===== config.mk =====
export PLATFORM = sky130hd
export DESIGN_NAME = matrix_write_scheduler_flat
export DESIGN_NICKNAME = d
export VERILOG_FILES = /design/src/rtl/matrix_write_scheduler_if.sv /design/src/rtl/matrix_write_scheduler.sv /design/src/flat_wrapper.sv
export SDC_FILE = /design/constraint.sdc
export NUM_CORES = 2
export LEC_CHECK = 0
export BUFFER_PORTS_ARGS = -buffer_cell sky130_fd_sc_hd__buf_2
export CAP_MARGIN = 10
export CORE_MARGIN = 8
export CORE_UTILIZATION = 40
export CTS_CLUSTER_DIAMETER = 150
export DETAILED_ROUTE_END_ITERATION = 16
export PLACE_DENSITY = 0.51
export SLEW_MARGIN = 0
export SYNTH_ARGS = -nofsm -noshare
export SYNTH_HDL_FRONTEND = slang
export SYNTH_SLANG_ARGS = --single-unit

===== constraint.sdc =====
create_clock -name inter_refclk -period 11.3 [get_ports inter_refclk]
set_input_delay 1.13 -clock inter_refclk [delete_from_list [all_inputs] [get_ports inter_refclk]]
set_output_delay 1.13 -clock inter_refclk [all_outputs]
set_load 0.005 [all_outputs]

===== src/rtl/matrix_write_scheduler_if.sv =====
// Write-scheduler bus: per-lane element offers in, granted write port out.
interface matrix_write_scheduler_if #(
  parameter int unsigned NUM_REQ          = 4,
  parameter int unsigned MAX_ELEMENT_SIZE = 8,
  parameter int unsigned MAX_SIZE_A       = 32,
  parameter int unsigned MAX_SIZE_B       = 32
);
  localparam int unsigned AW = $clog2(MAX_SIZE_A);
  localparam int unsigned BW = $clog2(MAX_SIZE_B);

  logic [NUM_REQ-1:0]                  req_valid;
  logic [NUM_REQ*AW-1:0]               req_row;
  logic [NUM_REQ*BW-1:0]               req_col;
  logic [NUM_REQ*MAX_ELEMENT_SIZE-1:0] req_data;
  logic [NUM_REQ-1:0]                  req_ready;

  logic                                valid_data_in;
  logic [AW-1:0]                       row_addr;
  logic [BW-1:0]                       col_addr;
  logic [MAX_ELEMENT_SIZE-1:0]         matrix_element;

  // Compute lanes plus compiler-side observer.
  modport master (
    output req_valid, req_row, req_col, req_data,
    input  req_ready, valid_data_in, row_addr, col_addr, matrix_element
  );

  // The scheduler itself.
  modport slave (
    input  req_valid, req_row, req_col, req_data,
    output req_ready, valid_data_in, row_addr, col_addr, matrix_element
  );
endinterface


===== src/rtl/matrix_write_scheduler.sv =====
// Round-robin arbiter sharing the compiler's single result-write port between compute lanes.
// Tracks written addresses in a bitmap, signals matrix completion, then holds all lanes off
// until the compiler reports it is free again (rising edge of frame_free).
module matrix_write_scheduler #(
  parameter int unsigned  NUM_REQ          = 4,
  parameter int unsigned  MAX_ELEMENT_SIZE = 8,
  parameter int unsigned  MAX_SIZE_A       = 32,
  parameter int unsigned  MAX_SIZE_B       = 32,
  localparam int unsigned N                = MAX_SIZE_A * MAX_SIZE_B,
  localparam int unsigned CW               = $clog2(N) + 1
) (
  input  logic                           inter_refclk,
  input  logic                           rst,
  input  logic                           start,
  input  logic                           frame_free,
  matrix_write_scheduler_if.slave        bus,
  output logic                           busy,
  output logic                           matrix_done,
  output logic                           dup_error,
  output logic [CW-1:0]                  elem_count
);
  localparam int unsigned AW = $clog2(MAX_SIZE_A);
  localparam int unsigned BW = $clog2(MAX_SIZE_B);
  localparam int unsigned GW = $clog2(NUM_REQ);
  localparam int unsigned EW = MAX_ELEMENT_SIZE;

  typedef enum logic [1:0] {StIdle, StCollect, StHold} state_e;

  state_e          state_q, state_d;
  logic [GW-1:0]   last_grant_q, last_grant_d;
  logic [N-1:0]    bitmap_q, bitmap_d;
  logic [CW-1:0]   count_q, count_d;
  logic            frame_free_q;
  logic            valid_q, valid_d;
  logic [AW-1:0]   row_q, row_d;
  logic [BW-1:0]   col_q, col_d;
  logic [EW-1:0]   elem_q, elem_d;
  logic            done_q, done_d;
  logic            dup_q, dup_d;

  logic [NUM_REQ-1:0] grant;
  logic [GW-1:0]      grant_idx;
  logic               grant_found;
  int unsigned        cand;
  logic [AW-1:0]      sel_row;
  logic [BW-1:0]      sel_col;
  logic [EW-1:0]      sel_data;
  logic [AW+BW-1:0]   addr;

  // Round-robin search starting one past the last granted lane; only while collecting.
  always_comb begin
    grant       = '0;
    grant_idx   = '0;
    grant_found = 1'b0;
    cand        = 0;
    if (state_q == StCollect) begin
      for (int unsigned k = 1; k <= NUM_REQ; k++) begin
        cand = 32'(last_grant_q) + k;
        if (cand >= NUM_REQ) cand = cand - NUM_REQ;
        if (!grant_found && bus.req_valid[GW'(cand)]) begin
          grant_found = 1'b1;
          grant_idx   = GW'(cand);
        end
      end
    end
    if (grant_found) grant[grant_idx] = 1'b1;
  end

  // Select the granted lane's address and element.
  always_comb begin
    sel_row  = '0;
    sel_col  = '0;
    sel_data = '0;
    for (int i = 0; i < NUM_REQ; i++) begin
      if (grant[i]) begin
        sel_row  = bus.req_row[i*AW +: AW];
        sel_col  = bus.req_col[i*BW +: BW];
        sel_data = bus.req_data[i*EW +: EW];
      end
    end
  end

  // Power-of-2 dimensions make row*MAX_SIZE_B + col a plain concatenation.
  assign addr = {sel_row, sel_col};

  // Next-state: FSM transitions, bitmap/count bookkeeping and registered write port.
  always_comb begin
    state_d      = state_q;
    last_grant_d = last_grant_q;
    bitmap_d     = bitmap_q;
    count_d      = count_q;
    valid_d      = 1'b0;
    row_d        = row_q;
    col_d        = col_q;
    elem_d       = elem_q;
    done_d       = 1'b0;
    dup_d        = 1'b0;
    case (state_q)
      StIdle: begin
        if (start && frame_free) begin
          state_d  = StCollect;
          bitmap_d = '0;
          count_d  = '0;
        end
      end
      StCollect: begin
        if (grant_found) begin
          last_grant_d = grant_idx;
          valid_d      = 1'b1;
          row_d        = sel_row;
          col_d        = sel_col;
          elem_d       = sel_data;
          if (bitmap_q[addr]) begin
            // Overwrite is forwarded but not counted.
            dup_d = 1'b1;
          end else begin
            bitmap_d[addr] = 1'b1;
            if (count_q != CW'(N)) count_d = count_q + CW'(1);
            if (count_q == CW'(N - 1)) begin
              done_d  = 1'b1;
              state_d = StHold;
            end
          end
        end
      end
      StHold: begin
        if (frame_free && !frame_free_q) state_d = StIdle;
      end
      default: state_d = StIdle;
    endcase
  end

  // State and output registers with synchronous reset.
  always_ff @(posedge inter_refclk) begin
    if (rst) begin
      state_q      <= StIdle;
      last_grant_q <= GW'(NUM_REQ - 1);
      bitmap_q     <= '0;
      count_q      <= '0;
      frame_free_q <= 1'b0;
      valid_q      <= 1'b0;
      row_q        <= '0;
      col_q        <= '0;
      elem_q       <= '0;
      done_q       <= 1'b0;
      dup_q        <= 1'b0;
    end else begin
      state_q      <= state_d;
      last_grant_q <= last_grant_d;
      bitmap_q     <= bitmap_d;
      count_q      <= count_d;
      frame_free_q <= frame_free;
      valid_q      <= valid_d;
      row_q        <= row_d;
      col_q        <= col_d;
      elem_q       <= elem_d;
      done_q       <= done_d;
      dup_q        <= dup_d;
    end
  end

  assign bus.req_ready      = grant;
  assign bus.valid_data_in  = valid_q;
  assign bus.row_addr       = row_q;
  assign bus.col_addr       = col_q;
  assign bus.matrix_element = elem_q;
  assign busy               = (state_q != StIdle);
  assign matrix_done        = done_q;
  assign dup_error          = dup_q;
  assign elem_count         = count_q;
endmodule

===== src/flat_wrapper.sv =====
// flat-port wrapper written by rule: the top's interface ports become plain ports
module matrix_write_scheduler_flat 
#(
  parameter int unsigned  NUM_REQ          = 4,
  parameter int unsigned  MAX_ELEMENT_SIZE = 8,
  parameter int unsigned  MAX_SIZE_A       = 32,
  parameter int unsigned  MAX_SIZE_B       = 32,
  localparam int unsigned N                = MAX_SIZE_A * MAX_SIZE_B,
  localparam int unsigned CW               = $clog2(N) + 1
)
  (inter_refclk, rst, start, frame_free, busy, matrix_done, dup_error, elem_count, bus_req_valid, bus_req_row, bus_req_col, bus_req_data, bus_req_ready, bus_valid_data_in, bus_row_addr, bus_col_addr, bus_matrix_element);
  matrix_write_scheduler_if #(.NUM_REQ(NUM_REQ), .MAX_ELEMENT_SIZE(MAX_ELEMENT_SIZE), .MAX_SIZE_A(MAX_SIZE_A), .MAX_SIZE_B(MAX_SIZE_B)) bus_i ();
  input  logic inter_refclk;
  input  logic rst;
  input  logic start;
  input  logic frame_free;
  output logic busy;
  output logic matrix_done;
  output logic dup_error;
  output logic [CW-1:0] elem_count;
  input wire logic [$bits(bus_i.req_valid)-1:0] bus_req_valid;
  input wire logic [$bits(bus_i.req_row)-1:0] bus_req_row;
  input wire logic [$bits(bus_i.req_col)-1:0] bus_req_col;
  input wire logic [$bits(bus_i.req_data)-1:0] bus_req_data;
  output wire logic [$bits(bus_i.req_ready)-1:0] bus_req_ready;
  output wire logic [$bits(bus_i.valid_data_in)-1:0] bus_valid_data_in;
  output wire logic [$bits(bus_i.row_addr)-1:0] bus_row_addr;
  output wire logic [$bits(bus_i.col_addr)-1:0] bus_col_addr;
  output wire logic [$bits(bus_i.matrix_element)-1:0] bus_matrix_element;
  assign bus_i.req_valid = bus_req_valid;
  assign bus_i.req_row = bus_req_row;
  assign bus_i.req_col = bus_req_col;
  assign bus_i.req_data = bus_req_data;
  assign bus_req_ready = bus_i.req_ready;
  assign bus_valid_data_in = bus_i.valid_data_in;
  assign bus_row_addr = bus_i.row_addr;
  assign bus_col_addr = bus_i.col_addr;
  assign bus_matrix_element = bus_i.matrix_element;
  matrix_write_scheduler #(.NUM_REQ(NUM_REQ), .MAX_ELEMENT_SIZE(MAX_ELEMENT_SIZE), .MAX_SIZE_A(MAX_SIZE_A), .MAX_SIZE_B(MAX_SIZE_B)) u_core (.inter_refclk(inter_refclk), .rst(rst), .start(start), .frame_free(frame_free), .bus(bus_i), .busy(busy), .matrix_done(matrix_done), .dup_error(dup_error), .elem_count(elem_count));
endmodule

==> results by group <==
Pwr
  – PwrDens: ~160 mW/mm^2
  – Maximum VDD drop: between 100 and 150 uV
  – Design Power: around 8.3 mW
  – Leak: approximately 18 nW

Final layout
  – Share of cells above drive strength 1: 8.947%
  – Final core occ: 44.42%
  – Area grow syn2layout: 10.45%
  – Nets: 4463

Timing
  – PnR worst setup slack: about 3.2 ns
  – Setup tns final: 0 ns
  – Fin crit period: 8.110 ns
  – FMAX: 123.3 MHz
  – RSZ-0062 raised after global routing: false
  – Hold Fails Final Rpt: 0
  – Hold Slack: 0.4499 ns
  – # setup viols final: 0
  – Period utilization: 71.77%
  – Slew Limit Fails: 0
  – Slew margin rel.: roughly 23%
  – Worst Tran Pin Value: 1.157 ns
  – Skew final: 0.03083 ns

Place
  – Final GP Congestion: ~0.8
  – Place WS: 2.476 ns
  – Placed wire-length estimate: 75120 microns
  – Port bufs: between 100 and 150

Drt
  – Met1 Routed Length: 65130 microns
  – # DRC: 0
  – Top sig layer: met4
  – Routed len/inst: 22.48 microns
  – Vias per cell: 5.940
  – Final wirelength: 134500 microns
  – DR WL met3: 4989 microns
  – Pre-antenna DRT Iters: 5
  – Starting DRT DRC Count: roughly 2700
  – Met2 Routed Length: 61910 microns
  – Final ANT Viol Nets: 0
  – Via count: 35550

CTS
  – Setup Fix Bufs, Post-CTS: 0
  – Quantity of hold-fixing buffers added after cts: 0
  – H-tree levels: 3
  – CTS root buf: clkbuf_16
  – CTS Buffer Depth: 3
  – Clk Latency, worst-skew pair: slightly above 0.7 ns
  – Post_cts resized: 0
  – Clk sink count: around 1100
  – CTS tree: done
  – Reg clk slew, reported paths: 0.06 ns
  – Number of CTS-inserted buffers: 115

Setup path
  – End of the worst register-to-register path: u_core.bitmap_q[441]
  – Crit path top cell by count: buf_4
  – Reg2Reg Depth: 18
  – CP max stage cell: a21oi_4
  – Reg-to-Reg Start: u_core.last_grant_q[0]
  – Crit Path Category: in2reg
  – Crit. End Element: flip-flop
  – Cell family with most CP delay: compound AO/OA/AOI/OAI gates
  – Crit path cell chain: buf_2, nor2b_1, o21ai_1, nand3_1, o311ai_1, o2bb2ai_1, nand3_4, buf_4, buf_4, o22ai_1, nor4_1, o22ai_1, o21ai_1, nand4_4, nor2_4, a21oi_4, buf_4, buf_4, a22o_1
  – Critical Path RT: 11.93 ns
  – Startpoint Class: input pin
  – R2r setup slk: 3.43 ns
  – Critical path arrival: 8.74 ns
  – Crit path max fanout: 76
  – Worst path max stage delay: 0.88 ns
  – Crit path buf inv count: 5

Global routing
  – Overflow after GRT: 0
  – First-pass GRT wire length: 211200 microns
  – Number of global-route vias before repair: 34640
  – Initial antenna violation count: 0
  – Largest net degree at the start of global routing: 223
  – Total track usage: 20.35%

Synthesis
  – Seq/Total Area, Yosys: 46.38%
  – Post-Syn Area: 0.04580 sq mm
  – Unique cell type count in the Yosys netlist: 64
  – Syn_area_per_cell: 9.989 sq um
  – FFs w/ async S/R, synth: 0%
  – Post-synthesis register bit count: 1061
  – Synth warn: 0
  – Number of synthesized flops with an enable pin: 0
  – Cells after Synth: 4585
  – Syn Nets: 4667
  – Dominant synthesized flop cell: dfxtp_1

Hold path
  – Hold path startpoint: u_core.bus.matrix_element[4]
  – Min-delay worst type: reg2reg
  – Hold endpoint: u_core.bus.matrix_element[4]
  – Hold Path Depth: 2

Die
  – Die Y: 354.4 microns
  – Die ar.: 0.1256 sq mm
  – I/O Pins: around 120
  – Die Span X: between 300 and 400 microns
  – Starting Density: 40.22%
  – Row count: roughly 120
  – Core area: 0.1139 sq mm

Job
  – Max-Cap Viols: 0

Status
  – Outcome: complete, no violations
[worst reg2reg max path, delay by kind of cell (launching register included)]
| family | cells | cell delay, ns |
|---|---|---|
| AO/OA/AOI/OAI | 8 | 3.03 |
| buffers and inverters | 4 | 2.54 |
| AND/OR/NAND/NOR | 6 | 1.85 |
| flip-flops | 1 | 0.39 |
[where the power goes]
| part | internal [mW] | total [mW] | leakage, nW | switching [mW] |
|---|---|---|---|---|
| logic | 0.218 | 0.869 | 7.98 | 0.651 |
| clock network | 2.15 | 3.71 | 1.85 | 1.56 |
| registers | 3.75 | 3.76 | 8.54 | 0.00591 |
[placed cells by master, fill, tap and decap left out, types with 5 or more instances in the layout]
cell type / instances
a32o_1: 93
o21a_1: 9
clkbuf_8: 33
nand3_4: 6
o21ai_0: 7
and3_1: 5
a21oi_1: 252
inv_1: 9
or3_1: 6
nand2b_1: 13
nor3_1: 459
o221ai_1: 8
nor2_1: 270
nand2_1: 104
o41ai_1: 9
clkbuf_16: 115
buf_12: 19
o22ai_1: 144
nor4_1: 35
and2_1: 6
dfxtp_1: 1061
mux2i_1: 775
nand3_1: 23
nor2b_1: 7
a31oi_1: 10
a22o_1: 698
buf_2: 116
o21ai_1: 9
buf_4: 52
clkinv_2: 21
clkbuf_1: 28
[final cells by class]
type | instances | area (sq um)
inverter | 9 | 33.78
clock inverter | 31 | 284.0
clock buffer | 176 | 3437
timing repair buffer | 187 | 1351
tap | 1512 | 1892
antenna | 1 | 2.502
multi-input combinational | 3007 | 22340
sequential | 1061 | 21240
fill | 10910 | 63290
[kinds of logic after synthesis]
| family | Yosys count | synth area share, % |
|---|---|---|
| AOI/OAI and AO/OA | 1273 | 21.62 |
| adders and majority gates | 2 | 0.05463 |
| buffers and inverters | 517 | 5.196 |
| DFF | 1061 | 46.38 |
| muxes | 775 | 16.94 |
| and+or+nand+nor | 957 | 9.810 |
[worst max-delay path by stage]
stage          slack [ns]  cells past startpoint                   end             start
5_1_grt              2.70                     19  u_core.bitmap_q[697]  bus_req_valid[3]
3_5_place_dp         2.48                     19  u_core.bitmap_q[437]  bus_req_valid[3]
2_1_floorplan        6.51                     19  u_core.bitmap_q[600]  bus_req_valid[3]
6_report             3.19                     19  u_core.bitmap_q[441]  bus_req_valid[3]
3_3_place_gp         2.57                     19  u_core.bitmap_q[436]  bus_req_valid[3]
4_1_cts              3.23                     19  u_core.bitmap_q[170]  bus_req_valid[3]
[routing by layer]
metal	vias to the layer above	track usage, %
li1	16920	-
met4	0	4.634
met1	17760	29.31
met3	180	2.504
met5	-	0
met2	686	32.46
[state kept, by name, indices dropped and copies added, names as in the netlist]
register	cells
u_core.last_grant_q	2
u_core.dup_error	1
u_core.matrix_done	1
u_core.elem_count	11
u_core.bus.matrix_element	8
u_core.bitmap_q	1024
u_core.bus.row_addr	5
u_core.frame_free_q	1
u_core.bus.col_addr	5
u_core.state_q	2
u_core.bus.valid_data_in	1
[stage by stage]
step	std cells	instance area, sq um
floorplan	4585	45800
global placement	5776	46860
detailed placement	5776	46860
CTS	5983	50580
global route	5983	50580
finish	5984	50580
[cell usage after synthesis (4+ instances only)]
| cell | n | area (sq um) |
|---|---|---|
| a21oi_1 | 252 | 1261 |
| a22o_1 | 698 | 6113 |
| a31oi_1 | 11 | 68.82 |
| a32o_1 | 93 | 930.9 |
| and2_1 | 6 | 37.54 |
| and3_1 | 5 | 31.28 |
| buf_1 | 8 | 30.03 |
| buf_2 | 150 | 750.7 |
| buf_4 | 55 | 412.9 |
| buf_6 | 6 | 67.56 |
| clkbuf_1 | 289 | 1085 |
| dfxtp_1 | 1061 | 21240 |
| inv_1 | 9 | 33.78 |
| mux2i_1 | 775 | 7757 |
| nand2_1 | 105 | 394.1 |
| nand2b_1 | 13 | 81.33 |
| nand3_1 | 28 | 140.1 |
| nor2_1 | 270 | 1013 |
| nor2b_1 | 7 | 43.79 |
| nor3_1 | 459 | 2297 |
| nor4_1 | 35 | 219.0 |
| o21a_1 | 9 | 67.56 |
| o21ai_0 | 7 | 35.03 |
| o21ai_1 | 9 | 45.04 |
| o221ai_1 | 8 | 70.07 |
| o22ai_1 | 144 | 900.9 |
| o31ai_1 | 4 | 30.03 |
| o41ai_1 | 9 | 78.83 |
| or3_1 | 10 | 62.56 |
No activity file was read; power rests on OpenSTA's default activity.
